**src/rtl/cpu_run_pkg.sv**
```systemverilog
// cpu_run_pkg: shared state encoding and default widths for the CPU run sequencer.
package cpu_run_pkg;

  localparam int ADDR_W_DEF = 8;
  localparam int CNT_W_DEF  = 15;

  typedef enum logic [2:0] {
    ST_IDLE   = 3'd0,
    ST_LAUNCH = 3'd1,
    ST_RUN    = 3'd2,
    ST_REPORT = 3'd3,
    ST_FINISH = 3'd4
  } run_state_t;

endpackage

```
**src/rtl/run_addr_fifo.sv**
```systemverilog
// run_addr_fifo: small synchronous FIFO of program start addresses.
// Head is visible combinationally so the sequencer can launch it in the pop cycle.
// full/empty are registered; a push while full is dropped, a pop while empty is ignored.
module run_addr_fifo #(
  parameter int W     = 8,
  parameter int DEPTH = 4
) (
  input  logic         clk,
  input  logic         rst,
  input  logic         push,
  input  logic [W-1:0] push_data,
  input  logic         pop,
  output logic [W-1:0] head,
  output logic         full,
  output logic         empty
);

  localparam int AW = $clog2(DEPTH);

  logic [W-1:0]  mem [DEPTH];
  logic [AW-1:0] wr_ptr_reg;
  logic [AW-1:0] rd_ptr_reg;
  logic [AW:0]   count_reg;
  logic [AW:0]   count_next;
  logic          full_reg;
  logic          empty_reg;
  logic          push_ok;
  logic          pop_ok;

  // Full is judged on occupancy before any same-cycle pop.
  assign push_ok    = push && !full_reg;
  assign pop_ok     = pop && !empty_reg;
  assign count_next = count_reg + (AW+1)'(push_ok) - (AW+1)'(pop_ok);

  // Storage array carries no reset so it can map onto plain RAM.
  always_ff @(posedge clk) begin
    if (push_ok) mem[wr_ptr_reg] <= push_data;
  end

  // Pointers wrap naturally on AW bits; flags track the next occupancy.
  always_ff @(posedge clk or posedge rst) begin
    if (rst) begin
      wr_ptr_reg <= '0;
      rd_ptr_reg <= '0;
      count_reg  <= '0;
      full_reg   <= 1'b0;
      empty_reg  <= 1'b1;
    end else begin
      if (push_ok) wr_ptr_reg <= wr_ptr_reg + AW'(1);
      if (pop_ok)  rd_ptr_reg <= rd_ptr_reg + AW'(1);
      count_reg <= count_next;
      full_reg  <= (count_next == (AW+1)'(DEPTH));
      empty_reg <= (count_next == '0);
    end
  end

  assign head  = mem[rd_ptr_reg];
  assign full  = full_reg;
  assign empty = empty_reg;

endmodule

```
**src/rtl/cpu_run_sequencer.sv**
```systemverilog
// cpu_run_sequencer: queues CPU program start addresses, launches each with a
// one-cycle start pulse, waits for done and reports address plus cycle count.
// Optional watchdog: define RUN_SEQ_TIMEOUT_EN to abort runs at TIMEOUT_CYCLES.
module cpu_run_sequencer
  import cpu_run_pkg::*;
#(
  parameter int ADDR_W         = ADDR_W_DEF,
  parameter int CNT_W          = CNT_W_DEF,
  parameter int DEPTH          = 4,
  parameter int TIMEOUT_CYCLES = 20000
) (
  input  logic              clock_i,
  input  logic              reset_i,
  input  logic              push_i,
  input  logic [ADDR_W-1:0] push_addr_i,
  output logic              full_o,
  input  logic              go_i,
  output logic              cpu_start_o,
  output logic [ADDR_W-1:0] cpu_start_addr_o,
  input  logic              cpu_done_i,
  output logic              result_valid_o,
  output logic [ADDR_W-1:0] result_addr_o,
  output logic [CNT_W-1:0]  result_cycles_o,
  output logic              result_timeout_o,
  output logic              busy_o,
  output logic              all_done_o
);

  if (DEPTH < 2 || (DEPTH & (DEPTH - 1)) != 0 || TIMEOUT_CYCLES < 1) begin : g_param_check
    $error("cpu_run_sequencer: DEPTH must be a power of 2 >= 2 and TIMEOUT_CYCLES >= 1");
  end

  run_state_t        state_reg;
  run_state_t        state_next;
  logic [CNT_W-1:0]  cnt_reg;
  logic [ADDR_W-1:0] addr_reg;
  logic [ADDR_W-1:0] head;
  logic              empty;
  logic              launching;
  logic              watchdog_hit;

  assign launching = (state_reg == ST_LAUNCH);

  run_addr_fifo #(
    .W     (ADDR_W),
    .DEPTH (DEPTH)
  ) u_fifo (
    .clk       (clock_i),
    .rst       (reset_i),
    .push      (push_i),
    .push_data (push_addr_i),
    .pop       (launching),
    .head      (head),
    .full      (full_o),
    .empty     (empty)
  );

`ifdef RUN_SEQ_TIMEOUT_EN
  logic timeout_reg;

  assign watchdog_hit = (cnt_reg == CNT_W'(TIMEOUT_CYCLES));

  // Remember whether the run left RUN through the watchdog rather than done.
  always_ff @(posedge clock_i or posedge reset_i) begin
    if (reset_i) begin
      timeout_reg <= 1'b0;
    end else if (launching) begin
      timeout_reg <= 1'b0;
    end else if (state_reg == ST_RUN && state_next == ST_REPORT) begin
      timeout_reg <= !cpu_done_i;
    end
  end

  assign result_timeout_o = (state_reg == ST_REPORT) && timeout_reg;
`else
  assign watchdog_hit     = 1'b0;
  assign result_timeout_o = 1'b0;
`endif

  // State register.
  always_ff @(posedge clock_i or posedge reset_i) begin
    if (reset_i) state_reg <= ST_IDLE;
    else         state_reg <= state_next;
  end

  // Next-state: done has priority over the watchdog in RUN.
  always_comb begin
    state_next = state_reg;
    case (state_reg)
      ST_IDLE:   if (go_i) state_next = empty ? ST_FINISH : ST_LAUNCH;
      ST_LAUNCH: state_next = ST_RUN;
      ST_RUN: begin
        if (cpu_done_i)        state_next = ST_REPORT;
        else if (watchdog_hit) state_next = ST_REPORT;
      end
      ST_REPORT: state_next = empty ? ST_FINISH : ST_LAUNCH;
      ST_FINISH: state_next = ST_IDLE;
      default:   state_next = ST_IDLE;
    endcase
  end

  // Cycle counter: cleared on launch, counts only cycles that stay in RUN, saturates.
  always_ff @(posedge clock_i or posedge reset_i) begin
    if (reset_i) begin
      cnt_reg <= '0;
    end else if (launching) begin
      cnt_reg <= '0;
    end else if (state_reg == ST_RUN && state_next == ST_RUN && cnt_reg != '1) begin
      cnt_reg <= cnt_reg + CNT_W'(1);
    end
  end

  // Capture the launched address; it stays on the CPU port until the next launch.
  always_ff @(posedge clock_i or posedge reset_i) begin
    if (reset_i)        addr_reg <= '0;
    else if (launching) addr_reg <= head;
  end

  assign cpu_start_o      = launching;
  assign cpu_start_addr_o = launching ? head : addr_reg;
  assign result_valid_o   = (state_reg == ST_REPORT);
  assign result_addr_o    = result_valid_o ? addr_reg : '0;
  assign result_cycles_o  = result_valid_o ? cnt_reg : '0;
  assign busy_o           = (state_reg != ST_IDLE);
  assign all_done_o       = (state_reg == ST_FINISH);

endmodule

```
**config.mk**
```make
export PLATFORM = sky130hd
export DESIGN_NAME = cpu_run_sequencer
export DESIGN_NICKNAME = d
export VERILOG_FILES = /design/src/rtl/cpu_run_pkg.sv /design/src/rtl/run_addr_fifo.sv /design/src/rtl/cpu_run_sequencer.sv
export SDC_FILE = /design/constraint.sdc
export NUM_CORES = 1
export LEC_CHECK = 0
export BUFFER_PORTS_ARGS = -buffer_cell sky130_fd_sc_hd__buf_2
export CORE_MARGIN = 2
export CORE_UTILIZATION = 30
export DETAILED_ROUTE_END_ITERATION = 6
export PLACE_DENSITY_LB_ADDON = 0.3
export SLEW_MARGIN = 20
export SYNTH_ARGS = -nofsm -noshare
export SYNTH_HDL_FRONTEND = slang
export SYNTH_SLANG_ARGS = --single-unit
export TNS_END_PERCENT = 5
```
**constraint.sdc**
```tcl
create_clock -name clock_i -period 2.68 [get_ports clock_i]
set_input_delay 0.402 -clock clock_i [delete_from_list [all_inputs] [get_ports clock_i]]
set_output_delay 0.402 -clock clock_i [all_outputs]
set_load 0.01 [all_outputs]
```
==> results of run 1 <==
-- power breakdown --
part	leakage [µW]	internal [µW]	switching, µW	total (µW)
Clock	0.0000745	335	399	734
Sequential	0.000744	1340	171	1510
Combinational	0.000730	521	684	1210
-- cell type report --
cell class / instances / area (µm²) / share of cell area, %
well taps: 133 / 166 / 4.60
clock buffers: 10 / 128 / 3.53
inverters: 13 / 52.6 / 1.45
clock inverters: 6 / 43.8 / 1.21
flip-flops and latches: 67 / 1840 / 50.8
multi-input cells: 159 / 1100 / 30.3
repair buffers: 55 / 293 / 8.09
-- cells by family after synthesis --
| kind of cell | Yosys count | share of synthesized area, % |
|---|---|---|
| AND/OR/NAND/NOR | 112 | 18.9 |
| flip-flops | 67 | 60.4 |
| buffers and inverters | 25 | 3.62 |
| AO/OA/AOI/OAI | 19 | 4.27 |
| multiplexers | 12 | 7.23 |
| adder cells (fa/ha/maj) | 8 | 3.53 |
| XOR/XNOR | 7 | 2.01 |
| other | 1 | 0.123 |
-- worst register-to-register path, delay by kind of cell (launching register included) --
family        cells  cell delay, ns
simple gates      4            0.87
fa+ha+maj         3            0.70
buf+inv           1            0.04
flops             1            0.43
xor+xnor          2            0.37
-- final timing paths --
check                          startpoint               end  slack (ns)  cells past startpoint
max                          state_reg[1]       u_fifo.full        0.18                     10
min                               reset_i       addr_reg[5]        0.03                      2
max reg2reg                  state_reg[1]       u_fifo.full        0.18                     10
min reg2reg                   addr_reg[4]       addr_reg[4]        0.50                      2
max in group asynchronous         reset_i        cnt_reg[8]        2.12                      3
min in group clock_i       push_addr_i[6]  u_fifo.mem[1][6]        0.28                      1
-- through the flow --
stage | instances | setup WS, ns
2_1_floorplan | 251 | 0.101
3_3_place_gp | 427 | 0.253
3_5_place_dp | 427 | 0.176
4_1_cts | 443 | 0.0915
5_1_grt | 443 | -0.0415
6_report | 443 | 0.184
-- cells in the final DEF, fill, tap and decap left out, drive strengths merged, types with 2 or more instances in the layout --
master	instances
or3	4
xnor2	6
nand2	41
o21ai	7
or4	2
or2	2
dfrtp	34
clkinv	2
inv	12
a21oi	4
edfxtp	32
a22o	2
nand4	5
nor2b	3
clkinvlp	5
nor3	9
nor2	8
and2	25
mux4	8
buf	55
nand3	6
ha	7
clkbuf	10
nor4	3
mux2i	4
-- routing by layer --
metal  up-vias  part of all wire (%)  global-route usage, %
li1        982                     -                      -
met1       981                    44                   15.4
met2        38                    51                   19.5
met3         7                   3.7                   3.31
met4         0                  0.92                   3.43
met5         -                     0                      0
-- timing repair --
item | 4_1_cts | 5_1_grt
hold endpoints to repair | 0 | 0
gates resized for setup | 0 | 1
buffers inserted | 0 | 0
setup endpoints to repair | 0 | 5
==> impl_metrics.py, run 1 <==
metrics = {
    "status": {
        "outcome": "completed",
    },
    "finish": {
        "drive_gt1_share_pct": 27.1,
        "area_growth_syn_to_layout_pct": 18.8,
        "nFillCells": 1017,
        "fin_area_mm2": 0.00362,
        "utilization_pct": 36.9,
        "largest_reg_flops": 32,
        "diodes": 0,
        "nNetsFinal": 326,
    },
    "detailed_routing": {
        "wl_per_cell_um": 13.8,
        "wirelength_um": 6100,
        "drc": 0,
        "drt_pass1_iterations": 4,
        "viasPerCell": 4.53,
        "drt_iter0_drc": 69,
        "vias": 2008,
        "ant_nets": 0,
    },
    "logic_synthesis": {
        "yosysSeqAreaShare_pct": 60.4,
        "avgSynthCellArea_um2": 12.1,
        "ys_types": 43,
        "yosys.area.top_type": "edfxtp_1",
        "async_reset_ff_share_pct": 52.2,
        "ys_top_cells_by_count": "nand2_1 (41), dfrtp_1 (34), edfxtp_1 (32), and2_1 (25), inv_1 (13)",
        "syn-num-nets": 272,
        "synth_edf_count": 32,
        "yosys_warnings": 0,
        "synth_top_flop_cell": "dfrtp_1",
        "synth.top_cell.area_share_pct": 31.6,
        "yosys.cell_count.top_type": "nand2_1",
        "synth_area_leaders": "edfxtp_1 (32%), dfrtp_1 (28%), mux4_2 (5.9%)",
        "synth_area_mm2": 0.00305,
        "postSynthCellCount": 251,
        "ys_seq_elements": 67,
    },
    "clock_network": {
        "cts_htree_levels": 3,
        "cts.sinks": 67,
        "cts_buffer_depth": 2,
        "cts_root_buf": "clkbuf_8",
        "clk_pin_slew_ns": 0.07,
        "cts_tree": "done",
        "ctsHoldBuffers": 0,
        "worstSkewPairLatency_ns": 0.33,
        "numCtsBuffers": 9,
    },
    "pwr": {
        "ir_worst_vdd_mv": 0.439,
        "p_per_area_mw_per_mm2": 954,
        "p_leak_uw": 0.00155,
        "finalPower_uw": 3450,
    },
    "sta": {
        "post-route-min-period_ns": 2.50,
        "worst-slew-pin-transition_ns": 0.567,
        "rsz0062_at_grt": "yes",
        "finalSetupViolCount": 0,
        "relSlewSlack_pct": 62.1,
        "slew_violations": 0,
        "hold_viol": 0,
        "period_share_pct": 93.1,
        "fmax_ghz": 0.401,
        "final.setup_skew_ns": 0.00836,
        "hold_ws_ns": 0.0260,
        "fin_tns_setup_ns": 0,
    },
    "worst_setup_path": {
        "critical_path_required_ns": 2.93,
        "cpPeakStageDelay_ns": 0.43,
        "startpoint_type": "flip-flop",
        "worstPathCellList": "or2b_1 > or2_2 > nor2_1 > ha_1 > inv_1 > ha_1 > fa_1 > xnor2_1 > xnor2_1 > nor3b_1",
        "worstSetupPathType": "reg -> reg",
        "critical_path_buf_inv_count": 1,
        "cp_slowest_cell": "dfrtp_1",
        "crit_family": "simple AND/OR/NAND/NOR gates",
        "critPathCaptureType": "flip-flop",
        "cp.arrival_ns": 2.74,
        "critPathMaxFanout": 6,
    },
    "placement": {
        "gp_congestion": 0.789,
        "numPortBuffers": 48,
        "postPlaceCellArea_mm2": 0.00344,
        "hpwl_um": 4400,
    },
    "floorplan": {
        "die_w_um": 105,
        "core_mm2": 0.00982,
        "rows": 36,
        "start_util_pct": 31.0,
        "die_y_um": 105,
        "io_pins": 50,
        "die_area_mm2": 0.0110,
    },
    "global_route": {
        "grt_start_max_net_pins": 18,
        "grt_pass1_wl_um": 10100,
        "antenna_found_initial": 0,
        "grt_pass1_vias": 2000,
        "grt-ovfl-total": 0,
        "grt_usage_pct": 11.9,
    },
    "run": {
        "maxCapViolCount": 0,
    },
    "worst_hold_path": {
        "hold_class": "in -> async",
    },
}
No activity file was read; power rests on OpenSTA's default activity.
==> inputs of run 2 (changes only) <==
--- a/config.mk
+++ b/config.mk
@@ -10,6 +10,7 @@
 export CORE_UTILIZATION = 30
 export DETAILED_ROUTE_END_ITERATION = 6
 export PLACE_DENSITY_LB_ADDON = 0.3
+export RECOVER_POWER = 25
 export SLEW_MARGIN = 20
 export SYNTH_ARGS = -nofsm -noshare
 export SYNTH_HDL_FRONTEND = slang
==> constraint.sdc (replaced) <==
create_clock -name clock_i -period 2.68 [get_ports clock_i]
set_input_delay 0.268 -clock clock_i [delete_from_list [all_inputs] [get_ports clock_i]]
set_output_delay 0.268 -clock clock_i [all_outputs]
set_load 0.01 [all_outputs]
==> impl_metrics.py, run 2 (synthesized netlist as in run 1, its figures left out) <==
metrics = {
    "pwr": {
        "p_leak_uw": 0.00157,
        "pwr-share-comb_pct": 33.5,
        "clkPwrFrac_pct": 25.5,
        "p_int_uw": 2420,
        "p_per_area_mw_per_mm2": 1010,
        "pwr-share-seq_pct": 41.0,
        "ir_worst_vdd_mv": 0.441,
        "p_sw_uw": 1290,
        "p_sw_share_pct": 34.8,
    },
    "worst_hold_path": {
        "hold_class": "in -> reg",
    },
    "sta": {
        "final.setup_skew_ns": 0.00906,
        "period_share_pct": 93.1,
        "rsz0062_at_grt": "no",
        "worst-slew-pin-transition_ns": 1.90,
        "hold_viol": 0,
        "finalSetupViolCount": 0,
        "fin_tns_setup_ns": 0,
        "fmax_ghz": 0.401,
        "post-route-min-period_ns": 2.50,
        "slew_violations": 36,
        "relSlewSlack_pct": -27.0,
    },
    "finish": {
        "area_growth_syn_to_layout_pct": 20.2,
        "multi_input_area_mm2": 0.00112,
        "layout_common_cells": "nand2_1 (41), buf_2 (40), dfrtp_1 (34)",
        "utilization_pct": 37.3,
        "diodes": 0,
        "nNetsFinal": 324,
        "largest_reg_flops": 32,
        "final_cells": 441,
        "register_area_mm2": 0.00184,
        "final_common_cell": "nand2_1",
        "drive_gt1_share_pct": 24.7,
        "nFillCells": 1008,
    },
    "detailed_routing": {
        "drc": 0,
        "ant_nets": 0,
        "drt_iter0_drc": 122,
        "viasPerCell": 4.49,
        "wl_per_cell_um": 13.9,
        "wirelength_um": 6130,
        "vias": 1980,
        "drt_pass1_iterations": 4,
    },
    "floorplan": {
        "die_w_um": 105,
        "rows": 36,
        "die_y_um": 105,
        "start_util_pct": 31.0,
        "io_pins": 50,
        "core_mm2": 0.00982,
        "die_area_mm2": 0.0110,
    },
    "global_route": {
        "grt_pass1_wl_um": 10400,
        "grt-ovfl-total": 0,
        "antenna_found_initial": 0,
        "grt_usage_pct": 12.1,
        "grt_pass1_vias": 2032,
        "grt_start_max_net_pins": 36,
    },
    "clock_network": {
        "cts_tree": "done",
        "clk_pin_slew_ns": 0.08,
        "numCtsBuffers": 9,
        "cts_root_buf": "clkbuf_8",
        "cts_htree_levels": 3,
        "cts_setup_buffers": 0,
        "cts.sinks": 67,
        "cts_buffer_depth": 2,
        "worstSkewPairLatency_ns": 0.34,
    },
    "worst_setup_path": {
        "cp_slowest_cell": "dfrtp_1",
        "r2r_setup_slack_ns": 0.18,
        "cp.arrival_ns": 2.75,
        "critical_path_required_ns": 2.93,
        "worstPathCellList": "or2b_1 > or2_2 > nor2_1 > ha_1 > inv_1 > ha_1 > fa_1 > xnor2_2 > xnor2_2 > nor3b_2",
        "cpPeakStageDelay_ns": 0.43,
        "critPathCaptureType": "flip-flop",
        "critPathMaxFanout": 6,
        "worstSetupPathType": "reg -> reg",
        "startpoint_type": "flip-flop",
    },
    "run": {
        "maxCapViolCount": 1,
    },
    "status": {
        "violations": "max-capacitance violations, max-slew violations",
        "outcome": "complete, but fails checks",
    },
    "placement": {
        "dp.cells": 425,
        "gp_congestion": 0.807,
        "numPortBuffers": 48,
        "hpwl_um": 4300,
    },
}
==> run 2: changes by cell type in the layout (fill, tap and decap cells not counted), sizes merged <==
cell | previous run | this run
clkinvlp | 5 | 1
buf | 55 | 44
clkbuf | 10 | 18
inv | 12 | 13
bufinv | 0 | 2
clkinv | 2 | 4
==> run 2: per-stage QoR <==
step	area (µm²)	total power [µW]	hold slack (ns)	worst slack, ns
after global routing	3660	4010	0.193	0.00298
final	3660	3710	0.199	0.185
after global placement	3430	2720	0.394	0.253
after floorplan	3050	2350	0.367	0.101
after detailed placement	3430	2750	0.402	0.159
after CTS	3650	3710	0.0266	0.0938
==> run 2: what timing repair did <==
item	in CTS	in global routing
hold buffers	0	0
setup endpoints to repair	0	1
resized for setup	0	3
==> run 2: final timing paths <==
check	depth (start not counted)	end	start
worst max-delay path	10	u_fifo.full	state_reg[1]
worst min-delay path	1	u_fifo.mem[3][1]	push_addr_i[1]
worst max register to register	10	u_fifo.full	state_reg[1]
worst min register to register	2	addr_reg[5]	addr_reg[5]
max in group asynchronous	3	u_fifo.count_reg[2]	reset_i
min in group asynchronous	3	state_reg[1]	reset_i
==> run 2: worst max-delay path: cells and delay by family (launching register included) <==
kind | cells | cell delay, ns
simple gates | 4 | 0.88
fa+ha+maj | 3 | 0.73
flops | 1 | 0.43
xor+xnor | 2 | 0.35
buf+inv | 1 | 0.04
==> run 2: cell type report <==
| class | instances | share of cell area (%) |
|---|---|---|
| well taps | 133 | 4.55 |
| inverters | 13 | 1.33 |
| flip-flops and latches | 67 | 50.2 |
| clock buffers | 9 | 3.38 |
| clock inverters | 7 | 2.80 |
| repair buffers | 53 | 7.21 |
| multi-input cells | 159 | 30.5 |
==> run 2: power groups by stage <==
stage | clock, µW | sequential, µW | combinational (µW)
after floorplan | 0 | 1440 | 902
after global placement | 0 | 1540 | 1190
after detailed placement | 0 | 1550 | 1210
after CTS | 970 | 1520 | 1220
after global routing | 1030 | 1570 | 1410
final | 947 | 1520 | 1240
==> run 2: metal layers <==
layer / GRT usage (%) / wire, µm / vias to the layer above
li1: - / - / 981
met1: 15.3 / 2800 / 960
met2: 20.2 / 3030 / 33
met3: 3.43 / 234 / 6
met4: 3.71 / 65 / 0
met5: 0 / 0 / -
==> inputs of run 3 (changes only) <==
==> constraint.sdc (replaced) <==
create_clock -name clock_i -period 2.7 [get_ports clock_i]
set_input_delay 0.27 -clock clock_i [delete_from_list [all_inputs] [get_ports clock_i]]
set_output_delay 0.27 -clock clock_i [all_outputs]
set_load 0.01 [all_outputs]
==> impl_metrics.py, run 3 (synthesized netlist as in run 1, its figures left out) <==
metrics = {
    "sta": {
        "period_share_pct": 92.6,
        "post-route-min-period_ns": 2.50,
        "final.setup_skew_ns": 0.00582,
        "worst-slew-pin-transition_ns": 1.92,
        "relSlewSlack_pct": -28.1,
        "hold_ws_ns": 0.202,
        "hold_viol": 0,
        "fmax_ghz": 0.400,
        "slew_violations": 36,
        "finalSetupViolCount": 0,
    },
    "worst_setup_path": {
        "critical_path_required_ns": 2.96,
        "worstSetupPathType": "reg -> reg",
        "cp.arrival_ns": 2.76,
        "critPathMaxFanout": 6,
        "startpoint_type": "flip-flop",
        "r2r_start": "state_reg[1]",
        "critPathCaptureType": "flip-flop",
        "cp-startpoint": "state_reg[1]",
    },
    "run": {
        "maxCapViolCount": 1,
    },
    "clock_network": {
        "cts.sinks": 67,
        "clk_pin_slew_ns": 0.07,
        "cts_root_buf": "clkbuf_8",
        "cts_tree": "done",
        "cts_setup_buffers": 0,
        "cts_htree_levels": 3,
        "ctsResizeCount": 0,
        "ctsHoldBuffers": 0,
        "worstSkewPairLatency_ns": 0.33,
        "numCtsBuffers": 9,
        "cts_buffer_depth": 2,
    },
    "detailed_routing": {
        "ant_nets": 0,
        "drt_pass1_iterations": 4,
        "vias": 1987,
        "drt_iter0_drc": 83,
        "viasPerCell": 4.51,
        "wirelength_um": 6170,
        "drc": 0,
        "wl_per_cell_um": 14.0,
    },
    "finish": {
        "layout_common_cells": "nand2_1 (41), buf_2 (40), dfrtp_1 (34)",
        "multi_input_area_mm2": 0.00110,
        "diodes": 0,
        "register_area_mm2": 0.00184,
        "area_growth_syn_to_layout_pct": 19.7,
        "final_common_cell": "nand2_1",
        "nFillCells": 1015,
        "nNetsFinal": 324,
        "largest_reg_flops": 32,
        "drive_gt1_share_pct": 24.0,
        "utilization_pct": 37.1,
    },
    "pwr": {
        "p_leak_uw": 0.00155,
        "ir_worst_vdd_mv": 0.480,
        "p_per_area_mw_per_mm2": 995,
        "finalPower_uw": 3630,
    },
    "worst_hold_path": {
        "hold_class": "in -> reg",
        "hold_start": "push_addr_i[3]",
    },
    "status": {
        "violations": "max-capacitance violations, max-slew violations",
        "outcome": "complete, but fails checks",
    },
    "global_route": {
        "grt_start_max_net_pins": 36,
        "grt-ovfl-total": 0,
        "grt_pass1_vias": 2029,
        "grt_usage_pct": 12.0,
        "grt_pass1_wl_um": 10300,
        "antenna_found_initial": 0,
    },
    "floorplan": {
        "start_util_pct": 31.0,
        "core_mm2": 0.00982,
        "io_pins": 50,
        "rows": 36,
        "die_w_um": 105,
        "die_area_mm2": 0.0110,
        "die_y_um": 105,
    },
    "placement": {
        "numPortBuffers": 48,
        "gp_congestion": 0.795,
        "hpwl_um": 4360,
    },
}
## run 3: changes by cell type in the layout (fill, tap and decap cells not counted), sizes merged
| cell | delta |
|---|---|
| clkinv | -2 |
| clkinvlp | +1 |
| inv | +1 |
## run 3: routing by layer
metal / up-vias / global-route usage [%] / share of wire (%)
met1: 968 / 14.8 / 44
met2: 38 / 20.0 / 51
met3: 6 / 3.43 / 3.5
li1: 975 / - / -
met5: - / 0 / 0
met4: 0 / 4.67 / 1.1
## run 3: layout make-up
cell class                 instances  area share (%)
clock buffer                       9            3.40
clock inverter                     7            2.78
inverter                          13            1.34
multi-input combinational        159            30.2
sequential                        67            50.4
tap                              133            4.57
timing repair buffer              53            7.24
## run 3: power by group
group          total, µW  internal, µW  switching (µW)
logic               1190           511             675
clock network        931           526             405
registers           1510          1330             179
total               3630          2370            1260
## run 3: final timing paths
check                                    to  slack [ns]  depth (start not counted)
setup / recovery                u_fifo.full        0.20                         10
hold / removal             u_fifo.mem[3][3]        0.20                          1
setup reg to reg                u_fifo.full        0.20                         10
hold reg to reg                 addr_reg[5]        0.49                          2
max in group asynchronous       addr_reg[7]        0.99                          3
min in group asynchronous      state_reg[1]        0.61                          3
## run 3: critical path: stages (launching register included)
cell,delay [ns]
dfrtp_1,0.43
or2b_1,0.25
or2_2,0.29
nor2_1,0.14
ha_1,0.15
inv_1,0.04
ha_1,0.18
fa_1,0.37
xnor2_1,0.14
xnor2_1,0.23
nor3b_2,0.22
## run 3: per-stage QoR
| stage | cell area [µm²] | cells | setup TNS [ns] | setup slack, ns |
|---|---|---|---|---|
| final | 3640 | 441 | 0 | 0.200 |
| after global routing | 3640 | 441 | -0.00347 | -0.00347 |
| after CTS | 3650 | 441 | 0 | 0.143 |
| after detailed placement | 3430 | 425 | 0 | 0.204 |
| after global placement | 3430 | 425 | 0 | 0.273 |
| after floorplan | 3050 | 251 | 0 | 0.121 |
